--- config.mk ---
export PLATFORM = sky130hd
export DESIGN_NAME = id_ex_stage
export DESIGN_NICKNAME = d
export VERILOG_FILES = /design/src/rtl/arc_pkg.sv /design/src/rtl/id_ex_stage_if.sv /design/src/rtl/id_ex_stage_fwd_unit.sv /design/src/rtl/id_ex_stage.sv
export SDC_FILE = /design/constraint.sdc
export NUM_CORES = 1
export LEC_CHECK = 0
export BUFFER_PORTS_ARGS = -buffer_cell sky130_fd_sc_hd__buf_2
export CAP_MARGIN = 30
export CORE_MARGIN = 3
export CORE_UTILIZATION = 30
export CTS_CLUSTER_DIAMETER = 120
export DETAILED_ROUTE_END_ITERATION = 12
export GPL_TIMING_DRIVEN = 0
export PLACE_DENSITY = 0.61
export SLEW_MARGIN = 20
export SYNTH_ARGS = -nofsm -noshare
export SYNTH_HDL_FRONTEND = slang
export SYNTH_SLANG_ARGS = --single-unit
--- constraint.sdc ---
create_clock -name i_clk -period 3.9 [get_ports i_clk]
set_input_delay 0.39 -clock i_clk [delete_from_list [all_inputs] [get_ports i_clk]]
set_output_delay 0.39 -clock i_clk [all_outputs]
set_load 0.02 [all_outputs]
--- src/rtl/arc_pkg.sv ---
// Shared types and constants for the ARC MIPS ID/EX stage: ALU opcodes,
// forwarding source select and the registered ID/EX record.
package arc_pkg;

  localparam int ARC_DATA_W = 32;
  localparam int ARC_REG_AW = 5;

  localparam logic [3:0] ALU_AND = 4'd0;
  localparam logic [3:0] ALU_OR  = 4'd1;
  localparam logic [3:0] ALU_ADD = 4'd2;
  localparam logic [3:0] ALU_SLL = 4'd3;
  localparam logic [3:0] ALU_SRL = 4'd4;
  localparam logic [3:0] ALU_SEQ = 4'd5;
  localparam logic [3:0] ALU_SUB = 4'd6;
  localparam logic [3:0] ALU_SLT = 4'd7;
  localparam logic [3:0] ALU_NOR = 4'd12;
  localparam logic [3:0] ALU_XOR = 4'd13;

  typedef enum logic [1:0] {
    FWD_RF    = 2'd0,
    FWD_EXMEM = 2'd1,
    FWD_MEMWB = 2'd2
  } fwd_sel_e;

  // An all-zero record is a bubble: invalid, no register/memory side effects.
  typedef struct packed {
    logic                  valid;
    logic [3:0]            alu_ctrl;
    logic                  alu_src;
    logic                  reg_write;
    logic                  mem_read;
    logic                  mem_write;
    logic                  mem_to_reg;
    logic [ARC_REG_AW-1:0] wr_addr;
    logic [ARC_REG_AW-1:0] rs_addr;
    logic [ARC_REG_AW-1:0] rt_addr;
    logic [4:0]            shamt;
    logic [ARC_DATA_W-1:0] rs_val;
    logic [ARC_DATA_W-1:0] rt_val;
    logic [ARC_DATA_W-1:0] imm;
  } id_ex_t;

endpackage

--- src/rtl/id_ex_stage_if.sv ---
// Writeback-side bypass bundle: the EX/MEM and MEM/WB register-write ports
// that the forwarding logic snoops.
interface id_ex_stage_if #(
  parameter int DATA_W = 32,
  parameter int REG_AW = 5
);
  logic              ex_we;
  logic [REG_AW-1:0] ex_dst;
  logic [DATA_W-1:0] ex_res;
  logic              mw_we;
  logic [REG_AW-1:0] mw_dst;
  logic [DATA_W-1:0] mw_res;

  modport master (output ex_we, ex_dst, ex_res, mw_we, mw_dst, mw_res);
  modport slave  (input  ex_we, ex_dst, ex_res, mw_we, mw_dst, mw_res);
endinterface

--- src/rtl/id_ex_stage_fwd_unit.sv ---
// Per-operand forwarding select: picks the youngest in-flight writer of a
// register, never forwarding register 0.
module fwd_unit
  import arc_pkg::*;
#(
  parameter int REG_AW = 5,
  parameter int FWD_EN = 1
) (
  id_ex_stage_if.slave      wb,
  input  logic [REG_AW-1:0] i_src,
  output fwd_sel_e          o_sel
);

  // NOTE: combinational outputs get a default first so no path can infer a latch.
  always_comb begin
    o_sel = FWD_RF;
    if (FWD_EN != 0 && i_src != '0) begin
      if (wb.ex_we && wb.ex_dst == i_src)      o_sel = FWD_EXMEM;
      else if (wb.mw_we && wb.mw_dst == i_src) o_sel = FWD_MEMWB;
    end
  end

endmodule

--- src/rtl/id_ex_stage.sv ---
// ID/EX pipeline register with EX-side operand forwarding, load-use bubble
// insertion, flush and hold.
module id_ex_stage
  import arc_pkg::*;
#(
  parameter int DATA_W = ARC_DATA_W,
  parameter int REG_AW = ARC_REG_AW,
  parameter int FWD_EN = 1
) (
  input  logic              i_clk,
  input  logic              i_rst_n,
  input  logic              i_con_IdValid,
  input  logic [DATA_W-1:0] i_data_RsVal,
  input  logic [DATA_W-1:0] i_data_RtVal,
  input  logic [DATA_W-1:0] i_data_Imm,
  input  logic [REG_AW-1:0] i_data_RsAddr,
  input  logic [REG_AW-1:0] i_data_RtAddr,
  input  logic [REG_AW-1:0] i_data_RdAddr,
  input  logic [4:0]        i_data_shamt,
  input  logic [3:0]        i_con_AluCtrl,
  input  logic              i_con_AluSrc,
  input  logic              i_con_RegDst,
  input  logic              i_con_RegWrite,
  input  logic              i_con_MemRead,
  input  logic              i_con_MemWrite,
  input  logic              i_con_MemToReg,
  input  logic              i_con_Flush,
  input  logic              i_con_Hold,
  input  logic              i_con_ExMemRegWrite,
  input  logic [REG_AW-1:0] i_data_ExMemDst,
  input  logic [DATA_W-1:0] i_data_ExMemRes,
  input  logic              i_con_MemWbRegWrite,
  input  logic [REG_AW-1:0] i_data_MemWbDst,
  input  logic [DATA_W-1:0] i_data_MemWbRes,
  output logic [DATA_W-1:0] o_data_A,
  output logic [DATA_W-1:0] o_data_B,
  output logic [3:0]        o_con_AluCtrl,
  output logic [4:0]        o_data_shamt,
  output logic [DATA_W-1:0] o_data_StoreData,
  output logic [REG_AW-1:0] o_data_WrAddr,
  output logic              o_con_RegWrite,
  output logic              o_con_MemRead,
  output logic              o_con_MemWrite,
  output logic              o_con_MemToReg,
  output logic              o_con_ExValid,
  output logic              o_con_Stall
);

  id_ex_t            ex_q, ex_d, cap;
  logic              load_use, rt_hit;
  fwd_sel_e          sel_rs, sel_rt;
  logic [DATA_W-1:0] fwd_rs, fwd_rt;

  id_ex_stage_if #(.DATA_W(DATA_W), .REG_AW(REG_AW)) u_wb ();

  assign u_wb.ex_we  = i_con_ExMemRegWrite;
  assign u_wb.ex_dst = i_data_ExMemDst;
  assign u_wb.ex_res = i_data_ExMemRes;
  assign u_wb.mw_we  = i_con_MemWbRegWrite;
  assign u_wb.mw_dst = i_data_MemWbDst;
  assign u_wb.mw_res = i_data_MemWbRes;

  // Stores read rt even with an immediate B operand, so rt always counts for them.
  assign rt_hit   = (ex_q.wr_addr == i_data_RtAddr) && (!i_con_AluSrc || i_con_MemWrite);
  assign load_use = ex_q.valid && ex_q.mem_read && (ex_q.wr_addr != '0) && i_con_IdValid &&
                    ((ex_q.wr_addr == i_data_RsAddr) || rt_hit);
  assign o_con_Stall = load_use || i_con_Hold;

  always_comb begin
    cap = '0;
    if (i_con_IdValid) begin
      cap.valid      = 1'b1;
      cap.alu_ctrl   = i_con_AluCtrl;
      cap.alu_src    = i_con_AluSrc;
      cap.reg_write  = i_con_RegWrite;
      cap.mem_read   = i_con_MemRead;
      cap.mem_write  = i_con_MemWrite;
      cap.mem_to_reg = i_con_MemToReg;
      cap.wr_addr    = i_con_RegDst ? i_data_RdAddr : i_data_RtAddr;
      cap.rs_addr    = i_data_RsAddr;
      cap.rt_addr    = i_data_RtAddr;
      cap.shamt      = i_data_shamt;
      cap.rs_val     = i_data_RsVal;
      cap.rt_val     = i_data_RtVal;
      cap.imm        = i_data_Imm;
    end
  end

  always_comb begin
    ex_d = ex_q;
    if (i_con_Flush)     ex_d = '0;
    else if (i_con_Hold) ex_d = ex_q;
    else if (load_use)   ex_d = '0;
    else                 ex_d = cap;
  end

  // NOTE: sequential state uses non-blocking assignments so every flop samples pre-edge values.
  always_ff @(posedge i_clk or negedge i_rst_n) begin
    if (!i_rst_n) ex_q <= '0;
    else          ex_q <= ex_d;
  end

  fwd_unit #(.REG_AW(REG_AW), .FWD_EN(FWD_EN)) u_fwd_rs (
    .wb    (u_wb),
    .i_src (ex_q.rs_addr),
    .o_sel (sel_rs)
  );

  fwd_unit #(.REG_AW(REG_AW), .FWD_EN(FWD_EN)) u_fwd_rt (
    .wb    (u_wb),
    .i_src (ex_q.rt_addr),
    .o_sel (sel_rt)
  );

  always_comb begin
    fwd_rs = ex_q.rs_val;
    fwd_rt = ex_q.rt_val;
    case (sel_rs)
      FWD_EXMEM: fwd_rs = u_wb.ex_res;
      FWD_MEMWB: fwd_rs = u_wb.mw_res;
      default:   fwd_rs = ex_q.rs_val;
    endcase
    case (sel_rt)
      FWD_EXMEM: fwd_rt = u_wb.ex_res;
      FWD_MEMWB: fwd_rt = u_wb.mw_res;
      default:   fwd_rt = ex_q.rt_val;
    endcase
  end

  assign o_data_A         = fwd_rs;
  assign o_data_B         = ex_q.alu_src ? ex_q.imm : fwd_rt;
  assign o_data_StoreData = fwd_rt;
  assign o_con_AluCtrl    = ex_q.alu_ctrl;
  assign o_data_shamt     = ex_q.shamt;
  assign o_data_WrAddr    = ex_q.wr_addr;
  assign o_con_RegWrite   = ex_q.reg_write;
  assign o_con_MemRead    = ex_q.mem_read;
  assign o_con_MemWrite   = ex_q.mem_write;
  assign o_con_MemToReg   = ex_q.mem_to_reg;
  assign o_con_ExValid    = ex_q.valid;

endmodule

==> impl_results.html, run 1 <==
<table>
<tr><th>Metric</th><th>Value</th></tr>
<tr><th colspan="2">Run status</th></tr>
<tr><td>Outcome</td><td>complete, no violations</td></tr>
<tr><th colspan="2">Yosys</th></tr>
<tr><td>Most area-consuming cells after synthesis</td><td>dfrtp_1 (40%), a2bb2oi_1 (13%), o21ai_0 (9.6%)</td></tr>
<tr><td>Post-synthesis instance area</td><td>7844 sq um</td></tr>
<tr><td>EDFF count, synth</td><td>0</td></tr>
<tr><td>Share of async-settable or async-resettable flops after synthesis</td><td>100.0%</td></tr>
<tr><td>Fraction of post-synthesis cell area in the top cell type by area</td><td>40.20%</td></tr>
<tr><td>Yosys synthesis warning count</td><td>0</td></tr>
<tr><td>Unique cell type count in the Yosys netlist</td><td>34</td></tr>
<tr><td>Register bit count reported by yosys</td><td>126</td></tr>
<tr><td>Prevailing post-synth register cell</td><td>dfrtp_1</td></tr>
<tr><td>Portion of the post-synthesis area used by sequential elements</td><td>40.20%</td></tr>
<tr><td>Top cell type by total area after synthesis</td><td>dfrtp_1</td></tr>
<tr><td>Number of instances in the synthesized netlist</td><td>900</td></tr>
<tr><td>Syn Nets</td><td>1111</td></tr>
<tr><td>Synthesized area per cell</td><td>8.715 sq um</td></tr>
<tr><th colspan="2">Timing</th></tr>
<tr><td>Maximum operating frequency</td><td>260.8 MHz</td></tr>
<tr><td>Worst max-slew margin expressed relative to the limit</td><td>44.38%</td></tr>
<tr><td>Setup repair after global routing missed its margin</td><td>false</td></tr>
<tr><td>Clock tree skew after final layout</td><td>0.01000 ns</td></tr>
<tr><td>Total negative setup slack</td><td>0 ns</td></tr>
<tr><td>Fin Hold WS</td><td>0.2225 ns</td></tr>
<tr><td>Hold Fails Final Rpt</td><td>0</td></tr>
<tr><td>Tcrit/Tclk final</td><td>98.31%</td></tr>
<tr><td>Final Critical Period</td><td>3.834 ns</td></tr>
<tr><td>Measured slew at the worst slew-check pin</td><td>0.8343 ns</td></tr>
<tr><td>Final count of pins violating max slew</td><td>0</td></tr>
<tr><td>Finish-stage setup viols</td><td>0</td></tr>
<tr><th colspan="2">Setup path</th></tr>
<tr><td>Capturing element type of the critical path</td><td>output pin</td></tr>
<tr><td>Crit path arrival time</td><td>3.44 ns</td></tr>
<tr><td>Critical path peak fanout</td><td>10</td></tr>
<tr><td>Critical setup path kind</td><td>flip-flop to output pin</td></tr>
<tr><td>Required time of the critical path</td><td>3.51 ns</td></tr>
<tr><td>Launching element type of the critical path</td><td>flip-flop</td></tr>
<tr><td>Chain of cells forming the critical path</td><td>or4_1 &gt; a21oi_1 &gt; nor3_1 &gt; ha_1 &gt; clkbuf_2 &gt; a22oi_1 &gt; o21ai_0 &gt; mux2_2 &gt; buf_2</td></tr>
<tr><td>Slowest library cell on the worst path</td><td>or4_1</td></tr>
<tr><td>Stage delay of the slowest cell on the critical path</td><td>0.62 ns</td></tr>
<tr><th colspan="2">CTS</th></tr>
<tr><td>CTS clock-pin slew for the worst setup and hold paths</td><td>0.06 ns</td></tr>
<tr><td>Setup Buffers After CTS</td><td>0</td></tr>
<tr><td>TritonCTS clock tree</td><td>yes</td></tr>
<tr><td>Buffer type at the clock tree root</td><td>clkbuf_16</td></tr>
<tr><td>Sinks on Clock Net</td><td>126</td></tr>
<tr><td>Number of buffers inserted during clock tree synthesis</td><td>17</td></tr>
<tr><td>Maximum level of the CTS H-tree</td><td>4</td></tr>
<tr><td>Maximum number of buffers from clock root to sink</td><td>2</td></tr>
<tr><td>Clk Latency, worst-skew pair</td><td>0.42 ns</td></tr>
<tr><th colspan="2">Detailed routing</th></tr>
<tr><td>Avg WL per Cell</td><td>21.97 um</td></tr>
<tr><td>Routed wire length</td><td>34.92 mm</td></tr>
<tr><td>DRT Pass-1 Iters</td><td>5</td></tr>
<tr><td>Drc violations</td><td>0</td></tr>
<tr><td>Via-per-instance ratio</td><td>5.373</td></tr>
<tr><td>Starting DRC count in detailed routing</td><td>691</td></tr>
<tr><td>Routed vias</td><td>8538</td></tr>
<tr><td>Post-detailed-route count of antenna-violating nets</td><td>0</td></tr>
<tr><th colspan="2">Power</th></tr>
<tr><td>Pwr Density</td><td>383.7 nW/um^2</td></tr>
<tr><td>Leakage power</td><td>5.243 nW</td></tr>
<tr><td>Largest vdd supply drop</td><td>0.2926 mV</td></tr>
<tr><td>Power after layout</td><td>4.076 mW</td></tr>
<tr><th colspan="2">Job</th></tr>
<tr><td>Max-cap check violation count</td><td>0</td></tr>
<tr><th colspan="2">Die</th></tr>
<tr><td>Area of the die</td><td>28120 sq um</td></tr>
<tr><td>Initial core utilization</td><td>30.79%</td></tr>
<tr><td>Total I/O pin count</td><td>323</td></tr>
<tr><td>Number of cell rows</td><td>58</td></tr>
<tr><td>Die W</td><td>167.7 um</td></tr>
<tr><td>Core area</td><td>25470 sq um</td></tr>
<tr><td>Die Ht</td><td>167.7 um</td></tr>
<tr><th colspan="2">Layout</th></tr>
<tr><td>Filler cells</td><td>2667</td></tr>
<tr><td>End-of-flow core utilization</td><td>41.71%</td></tr>
<tr><td>Fraction of layout cells with a size suffix above 1</td><td>35.33%</td></tr>
<tr><td>Relative area change from synthesis to final layout</td><td>35.44%</td></tr>
<tr><td>Final non-filler cell total</td><td>1589</td></tr>
<tr><td>Final net count</td><td>1452</td></tr>
<tr><th colspan="2">Global route</th></tr>
<tr><td>Total routing usage reported by global routing</td><td>24.14%</td></tr>
<tr><td>Initial antenna violation count</td><td>10</td></tr>
<tr><td>Pin count of the biggest net entering global routing</td><td>92</td></tr>
<tr><td>Vias in the first global route</td><td>8473</td></tr>
<tr><td>Overflow left after global routing</td><td>0</td></tr>
<tr><td>First-pass GRT wire length</td><td>52.21 mm</td></tr>
<tr><th colspan="2">Placement</th></tr>
<tr><td>Port buffer count</td><td>322</td></tr>
<tr><td>Cell count after placement</td><td>1553</td></tr>
<tr><td>Detailed placer's ending HPWL</td><td>27.45 mm</td></tr>
<tr><td>Routability congestion estimate</td><td>0.9325</td></tr>
<tr><th colspan="2">Min path</th></tr>
<tr><td>Worst min-delay path class</td><td>input pin to flip-flop</td></tr>
</table>
## cell type report
class                   count  area [sq um]  share of cell area [%]
clock buffers              20         456.7                   4.299
inverters                   2         7.507                 0.07066
plain buffers              97         520.5                   4.899
flip-flops and latches    126          3153                   29.68
repair buffers            324          1659                   15.62
diodes                      5         12.51                  0.1178
clock inverters            12         206.4                   1.943
well taps                 330         412.9                   3.886
multi-input cells         673          4195                   39.49
## placed cells by master (no fill, tap or decap), drive strengths merged, types with 2 or more instances in the layout
master,Yosys,routed
mux2,37,37
nor4,3,3
a22oi,70,70
bufinv,0,5
clkinv,0,3
a21oi,11,11
nand4,2,2
nand3,2,2
inv,2,5
o21ai,188,188
dfrtp,126,126
nand2,186,186
ha,4,4
and3,2,2
nor3,2,2
a2bb2oi,120,120
diode,0,5
clkbuf,72,89
xnor2,18,18
or4,4,4
buf,27,351
xor2,11,11
nor2,3,3
## critical path, delay by kind of cell, from the launching register on
| kind | cells | cell delay (ns) |
|---|---|---|
| and+or+nand+nor | 2 | 0.70 |
| buffers and inverters | 2 | 0.42 |
| adders and majority gates | 1 | 0.30 |
| DFF | 1 | 0.46 |
| AOI/OAI and AO/OA | 3 | 0.83 |
| muxes | 1 | 0.30 |
## flip-flops by register name (all words and copies together), names as in the netlist
register        count
ex_q              107
o_data_WrAddr       5
o_data_shamt        5
o_con_AluCtrl       4
o_con_ExValid       1
o_con_MemRead       1
o_con_MemToReg      1
o_con_MemWrite      1
o_con_RegWrite      1
## stage by stage
step	cell area (sq um)	setup slack, ns
after CTS	10590	0.02758
final	10620	0.06574
after floorplan	7844	0.7726
after global placement	9868	0.1729
after detailed placement	9906	0.1757
after global routing	10620	0.02022
## cells in the mapped netlist, drive strengths merged, types with 2 or more instances
| cell | instances |
|---|---|
| o21ai | 188 |
| nand2 | 186 |
| dfrtp | 126 |
| a2bb2oi | 120 |
| clkbuf | 72 |
| a22oi | 70 |
| mux2 | 37 |
| buf | 27 |
| xnor2 | 18 |
| a21oi | 11 |
| xor2 | 11 |
| ha | 4 |
| or4 | 4 |
| nor2 | 3 |
| nor4 | 3 |
| and3 | 2 |
| inv | 2 |
| nand3 | 2 |
| nand4 | 2 |
| nor3 | 2 |
## power by group
group	switching [mW]	total, mW	internal, mW
clock network	0.638	1.81	1.18
registers	0.0676	1.47	1.40
logic	0.488	0.797	0.309
## layer usage
layer	global-route usage [%]	vias to the layer above	wire (um)
met2	39.66	335	16730
met4	6.866	12	767
li1	-	3991	-
met3	5.052	48	2214
met5	0	-	51
met1	32.28	4152	15150
## timing repair
action / in CTS / in global routing
gates resized for setup: 10 / 24
endpoints found under the hold margin: 35 / 0
endpoints found under the setup margin: 47 / 61
hold buffers: 1 / 0
## final timing paths
check	start	end	slack [ns]	cells after the start
max	ex_q[102]	o_data_B[7]	0.07	9
max in group asynchronous	i_rst_n	ex_q[3]	2.66	3
min in group asynchronous	i_rst_n	o_data_WrAddr[2]	0.42	2
min	i_con_MemToReg	o_con_MemToReg	0.22	3
max reg2reg	o_data_WrAddr[0]	ex_q[56]	1.46	7
min reg2reg	ex_q[23]	ex_q[23]	0.49	2
## logic make-up after synthesis
group / after synthesis / synth area share [%]
adder cells (fa/ha/maj): 4 / 0.6381
AND/OR/NAND/NOR: 209 / 10.67
flip-flops: 126 / 40.20
multiplexers: 37 / 5.312
buffers and inverters: 101 / 6.540
AO/OA/AOI/OAI: 394 / 33.40
XOR/XNOR: 29 / 3.238
(Power assumes the default switching activity.)
==> inputs of run 2 (changes only) <==
==> constraint.sdc (replaced) <==
create_clock -name i_clk -period 4.9 [get_ports i_clk]
set_input_delay 0.49 -clock i_clk [delete_from_list [all_inputs] [get_ports i_clk]]
set_output_delay 0.49 -clock i_clk [all_outputs]
set_load 0.02 [all_outputs]
==> run 2 against run 1 <==
Die area unchanged; worst setup slack gained 0.59 ns; final area fell by 0.31%; clock-buffer cell count is the same; highest routed layer unchanged; global-route usage hardly changed.
==> impl_results.html, run 2 (synthesis results as in run 1) <==
<table>
<tr><th>Metric</th><th>Value</th></tr>
<tr><th colspan="2">Die</th></tr>
<tr><td>Initial core utilization</td><td>30.79% (unchanged)</td></tr>
<tr><td>Number of cell rows</td><td>58 (unchanged)</td></tr>
<tr><td>Core area</td><td>25470 sq um (unchanged)</td></tr>
<tr><td>Die W</td><td>167.7 um (unchanged)</td></tr>
<tr><td>Die Ht</td><td>167.7 um (unchanged)</td></tr>
<tr><td>Total I/O pin count</td><td>323 (unchanged)</td></tr>
<tr><td>Area of the die</td><td>28120 sq um (unchanged)</td></tr>
<tr><th colspan="2">Detailed routing</th></tr>
<tr><td>Routed length on met1</td><td>14.93 mm (was 15.15 mm)</td></tr>
<tr><td>Met2 Wirelength</td><td>16.56 mm (was 16.73 mm)</td></tr>
<tr><td>Drc violations</td><td>0 (unchanged)</td></tr>
<tr><td>Routed wire length</td><td>34.81 mm (was 34.92 mm)</td></tr>
<tr><td>Via-per-instance ratio</td><td>5.378 (was 5.373)</td></tr>
<tr><td>DR top layer</td><td>met5 (unchanged)</td></tr>
<tr><td>Starting DRC count in detailed routing</td><td>712 (was 691)</td></tr>
<tr><td>Avg WL per Cell</td><td>21.88 um (was 21.97 um)</td></tr>
<tr><td>DRT Pass-1 Iters</td><td>5 (unchanged)</td></tr>
<tr><td>DR WL met3</td><td>2.407 mm (was 2.214 mm)</td></tr>
<tr><td>Post-detailed-route count of antenna-violating nets</td><td>0 (unchanged)</td></tr>
<tr><td>Routed vias</td><td>8557 (was 8538)</td></tr>
<tr><th colspan="2">Timing</th></tr>
<tr><td>Setup repair after global routing missed its margin</td><td>false (unchanged)</td></tr>
<tr><td>Measured slew at the worst slew-check pin</td><td>0.8519 ns (was 0.8343 ns)</td></tr>
<tr><td>Worst max-slew margin expressed relative to the limit</td><td>43.21% (was 44.38%)</td></tr>
<tr><td>Finish-stage setup viols</td><td>0 (unchanged)</td></tr>
<tr><td>Final count of pins violating max slew</td><td>0 (unchanged)</td></tr>
<tr><td>Clock tree skew after final layout</td><td>0.009887 ns (was 0.01000 ns)</td></tr>
<tr><td>Total negative setup slack</td><td>0 ns (unchanged)</td></tr>
<tr><td>Hold Fails Final Rpt</td><td>0 (unchanged)</td></tr>
<tr><td>Maximum operating frequency</td><td>235.5 MHz</td></tr>
<tr><td>Fin Hold WS</td><td>0.3230 ns (was 0.2225 ns)</td></tr>
<tr><td>Final Critical Period</td><td>4.246 ns</td></tr>
<tr><td>Tcrit/Tclk final</td><td>86.65%</td></tr>
<tr><th colspan="2">Layout</th></tr>
<tr><td>End-of-flow core utilization</td><td>41.58% (was 41.71%)</td></tr>
<tr><td>Final net count</td><td>1454 (was 1452)</td></tr>
<tr><td>Area occupied by multi-input gates</td><td>4178 sq um (was 4195 sq um)</td></tr>
<tr><td>Relative area change from synthesis to final layout</td><td>35.03% (was 35.44%)</td></tr>
<tr><td>Commonest cells after routing, fill and taps aside</td><td>buf_2 (324), nand2_1 (186), o21ai_0 (150) (was buf_2 (325), nand2_1 (186), o21ai_0 (147))</td></tr>
<tr><td>Fraction of layout cells with a size suffix above 1</td><td>33.52% (was 35.33%)</td></tr>
<tr><td>Filler cells</td><td>2670 (was 2667)</td></tr>
<tr><td>Sequential cell area</td><td>3153 sq um (unchanged)</td></tr>
<tr><td>Most frequent standard cell in the layout excluding fill and tap cells</td><td>buf_2 (unchanged)</td></tr>
<tr><td>Number of flip-flops under the largest register name</td><td>107 (unchanged)</td></tr>
<tr><td>Biggest register</td><td>ex_q (unchanged)</td></tr>
<tr><th colspan="2">Power</th></tr>
<tr><td>Pwr Density</td><td>306.3 nW/um^2 (was 383.7 nW/um^2)</td></tr>
<tr><td>Power after layout</td><td>3.244 mW (was 4.076 mW)</td></tr>
<tr><td>Leakage power</td><td>5.193 nW (was 5.243 nW)</td></tr>
<tr><td>Switching share of power</td><td>29.31% (was 29.27%)</td></tr>
<tr><td>Net switching component of the power</td><td>0.9510 mW (was 1.193 mW)</td></tr>
<tr><td>Proportion of power drawn by flip-flops and latches</td><td>36.0% (about the same)</td></tr>
<tr><td>Clock Power Share</td><td>44.6% (was 44.5%)</td></tr>
<tr><td>Largest vdd supply drop</td><td>0.2336 mV (was 0.2926 mV)</td></tr>
<tr><td>Part of the total power dissipated in combinational logic</td><td>19.5% (about the same)</td></tr>
<tr><td>Cell-internal power</td><td>2.293 mW (was 2.883 mW)</td></tr>
<tr><th colspan="2">Setup path</th></tr>
<tr><td>Critical path peak fanout</td><td>10 (unchanged)</td></tr>
<tr><td>Capturing element type of the critical path</td><td>output pin (unchanged)</td></tr>
<tr><td>R2r worst-path depth</td><td>7 (unchanged)</td></tr>
<tr><td>Launching element type of the critical path</td><td>flip-flop (unchanged)</td></tr>
<tr><td>Required time of the critical path</td><td>4.41 ns (was 3.51 ns)</td></tr>
<tr><td>Crit path arrival time</td><td>3.76 ns (was 3.44 ns)</td></tr>
<tr><td>Critical setup path kind</td><td>flip-flop to output pin (unchanged)</td></tr>
<tr><th colspan="2">Global route</th></tr>
<tr><td>Initial antenna violation count</td><td>10 (unchanged)</td></tr>
<tr><td>First-pass GRT wire length</td><td>52.25 mm (was 52.21 mm)</td></tr>
<tr><td>Total routing usage reported by global routing</td><td>24.15% (was 24.14%)</td></tr>
<tr><td>Overflow left after global routing</td><td>0 (unchanged)</td></tr>
<tr><td>Vias in the first global route</td><td>8500 (was 8473)</td></tr>
<tr><td>Pin count of the biggest net entering global routing</td><td>92 (unchanged)</td></tr>
<tr><th colspan="2">CTS</th></tr>
<tr><td>Buffer type at the clock tree root</td><td>clkbuf_16 (unchanged)</td></tr>
<tr><td>CTS Hold Buffers Added</td><td>1 (unchanged)</td></tr>
<tr><td>CTS clock-pin slew for the worst setup and hold paths</td><td>0.06 ns (about the same)</td></tr>
<tr><td>Sinks on Clock Net</td><td>126 (unchanged)</td></tr>
<tr><td>Total of cells resized after clock tree synthesis</td><td>0 (was 10)</td></tr>
<tr><td>Number of buffers inserted during clock tree synthesis</td><td>17 (unchanged)</td></tr>
<tr><td>Maximum level of the CTS H-tree</td><td>4 (unchanged)</td></tr>
<tr><td>Clk Latency, worst-skew pair</td><td>0.42 ns (about the same)</td></tr>
<tr><td>TritonCTS clock tree</td><td>yes (unchanged)</td></tr>
<tr><td>Maximum number of buffers from clock root to sink</td><td>2 (unchanged)</td></tr>
<tr><td>Setup Buffers After CTS</td><td>0 (unchanged)</td></tr>
<tr><th colspan="2">Placement</th></tr>
<tr><td>Routability congestion estimate</td><td>0.9325 (unchanged)</td></tr>
<tr><td>Port buffer count</td><td>322 (unchanged)</td></tr>
<tr><td>Detailed placer's ending HPWL</td><td>27.45 mm (unchanged)</td></tr>
<tr><th colspan="2">Job</th></tr>
<tr><td>Max-cap check violation count</td><td>0 (unchanged)</td></tr>
<tr><th colspan="2">Min path</th></tr>
<tr><td>Hold-critical path depth</td><td>3 (unchanged)</td></tr>
<tr><td>Worst min-delay path class</td><td>input pin to flip-flop (unchanged)</td></tr>
<tr><th colspan="2">Run status</th></tr>
<tr><td>Outcome</td><td>complete, no violations (unchanged)</td></tr>
</table>
run 2: cell count changes in the layout (fill, tap and decap cells not counted):
cell | before | now
buf_2 | 325 | 324
ha_2 | 1 | 0
ha_1 | 3 | 4
o21ai_0 | 147 | 150
a22oi_2 | 3 | 0
a22oi_1 | 67 | 70
o21ai_1 | 41 | 38
clkbuf_2 | 19 | 2
clkbuf_1 | 51 | 71
run 2: path summary, 6_finish.rpt:
check	startpoint	endpoint	slack [ns]
worst max-delay path	ex_q[102]	o_data_B[15]	0.65
worst min-delay path	i_con_MemToReg	o_con_MemToReg	0.32
worst max register to register	o_data_WrAddr[0]	ex_q[56]	2.45
worst min register to register	ex_q[0]	ex_q[0]	0.49
max in group asynchronous	i_rst_n	ex_q[3]	3.55
min in group asynchronous	i_rst_n	o_data_WrAddr[2]	0.53
run 2: power by group through the flow:
stage                     Combinational [mW]  Sequential, mW  Clock [mW]
after floorplan                        0.341            1.17           0
after global placement                 0.625            1.18           0
after detailed placement               0.632            1.18           0
after CTS                              0.635            1.17        1.47
after global routing                   0.688            1.17        1.51
final                                  0.632            1.17        1.45
run 2: cell type report:
class / count / area share, %
diodes: 5 / 0.1181
plain buffers: 99 / 4.773
clock buffers: 20 / 4.312
clock inverters: 12 / 1.949
inverters: 2 / 0.07088
multi-input cells: 673 / 39.44
flip-flops and latches: 126 / 29.77
well taps: 330 / 3.898
repair buffers: 324 / 15.66
run 2: stage by stage:
step	setup slack (ns)	instances	area [sq um]
2_1_floorplan	1.659	900	7844
3_3_place_gp	0.9729	1552	9868
3_5_place_dp	0.9757	1553	9906
4_1_cts	0.6826	1586	10580
5_1_grt	0.4610	1590	10590
6_report	0.6542	1591	10590
run 2: per-layer routing:
metal,track usage [%],vias up
met4,7.186,12
met2,39.54,346
met3,5.312,57
li1,-,3990
met1,32.13,4152
met5,0,-
run 2: worst max-delay path: stages (launching register included):
cell and delay [ns]:
dfrtp_1 0.46, or4_1 0.62, a21oi_1 0.19, or3_1 0.14, ha_1 0.26, clkbuf_1 0.64, a22oi_1 0.33, o21ai_0 0.33
mux2_2 0.21, buf_2 0.15
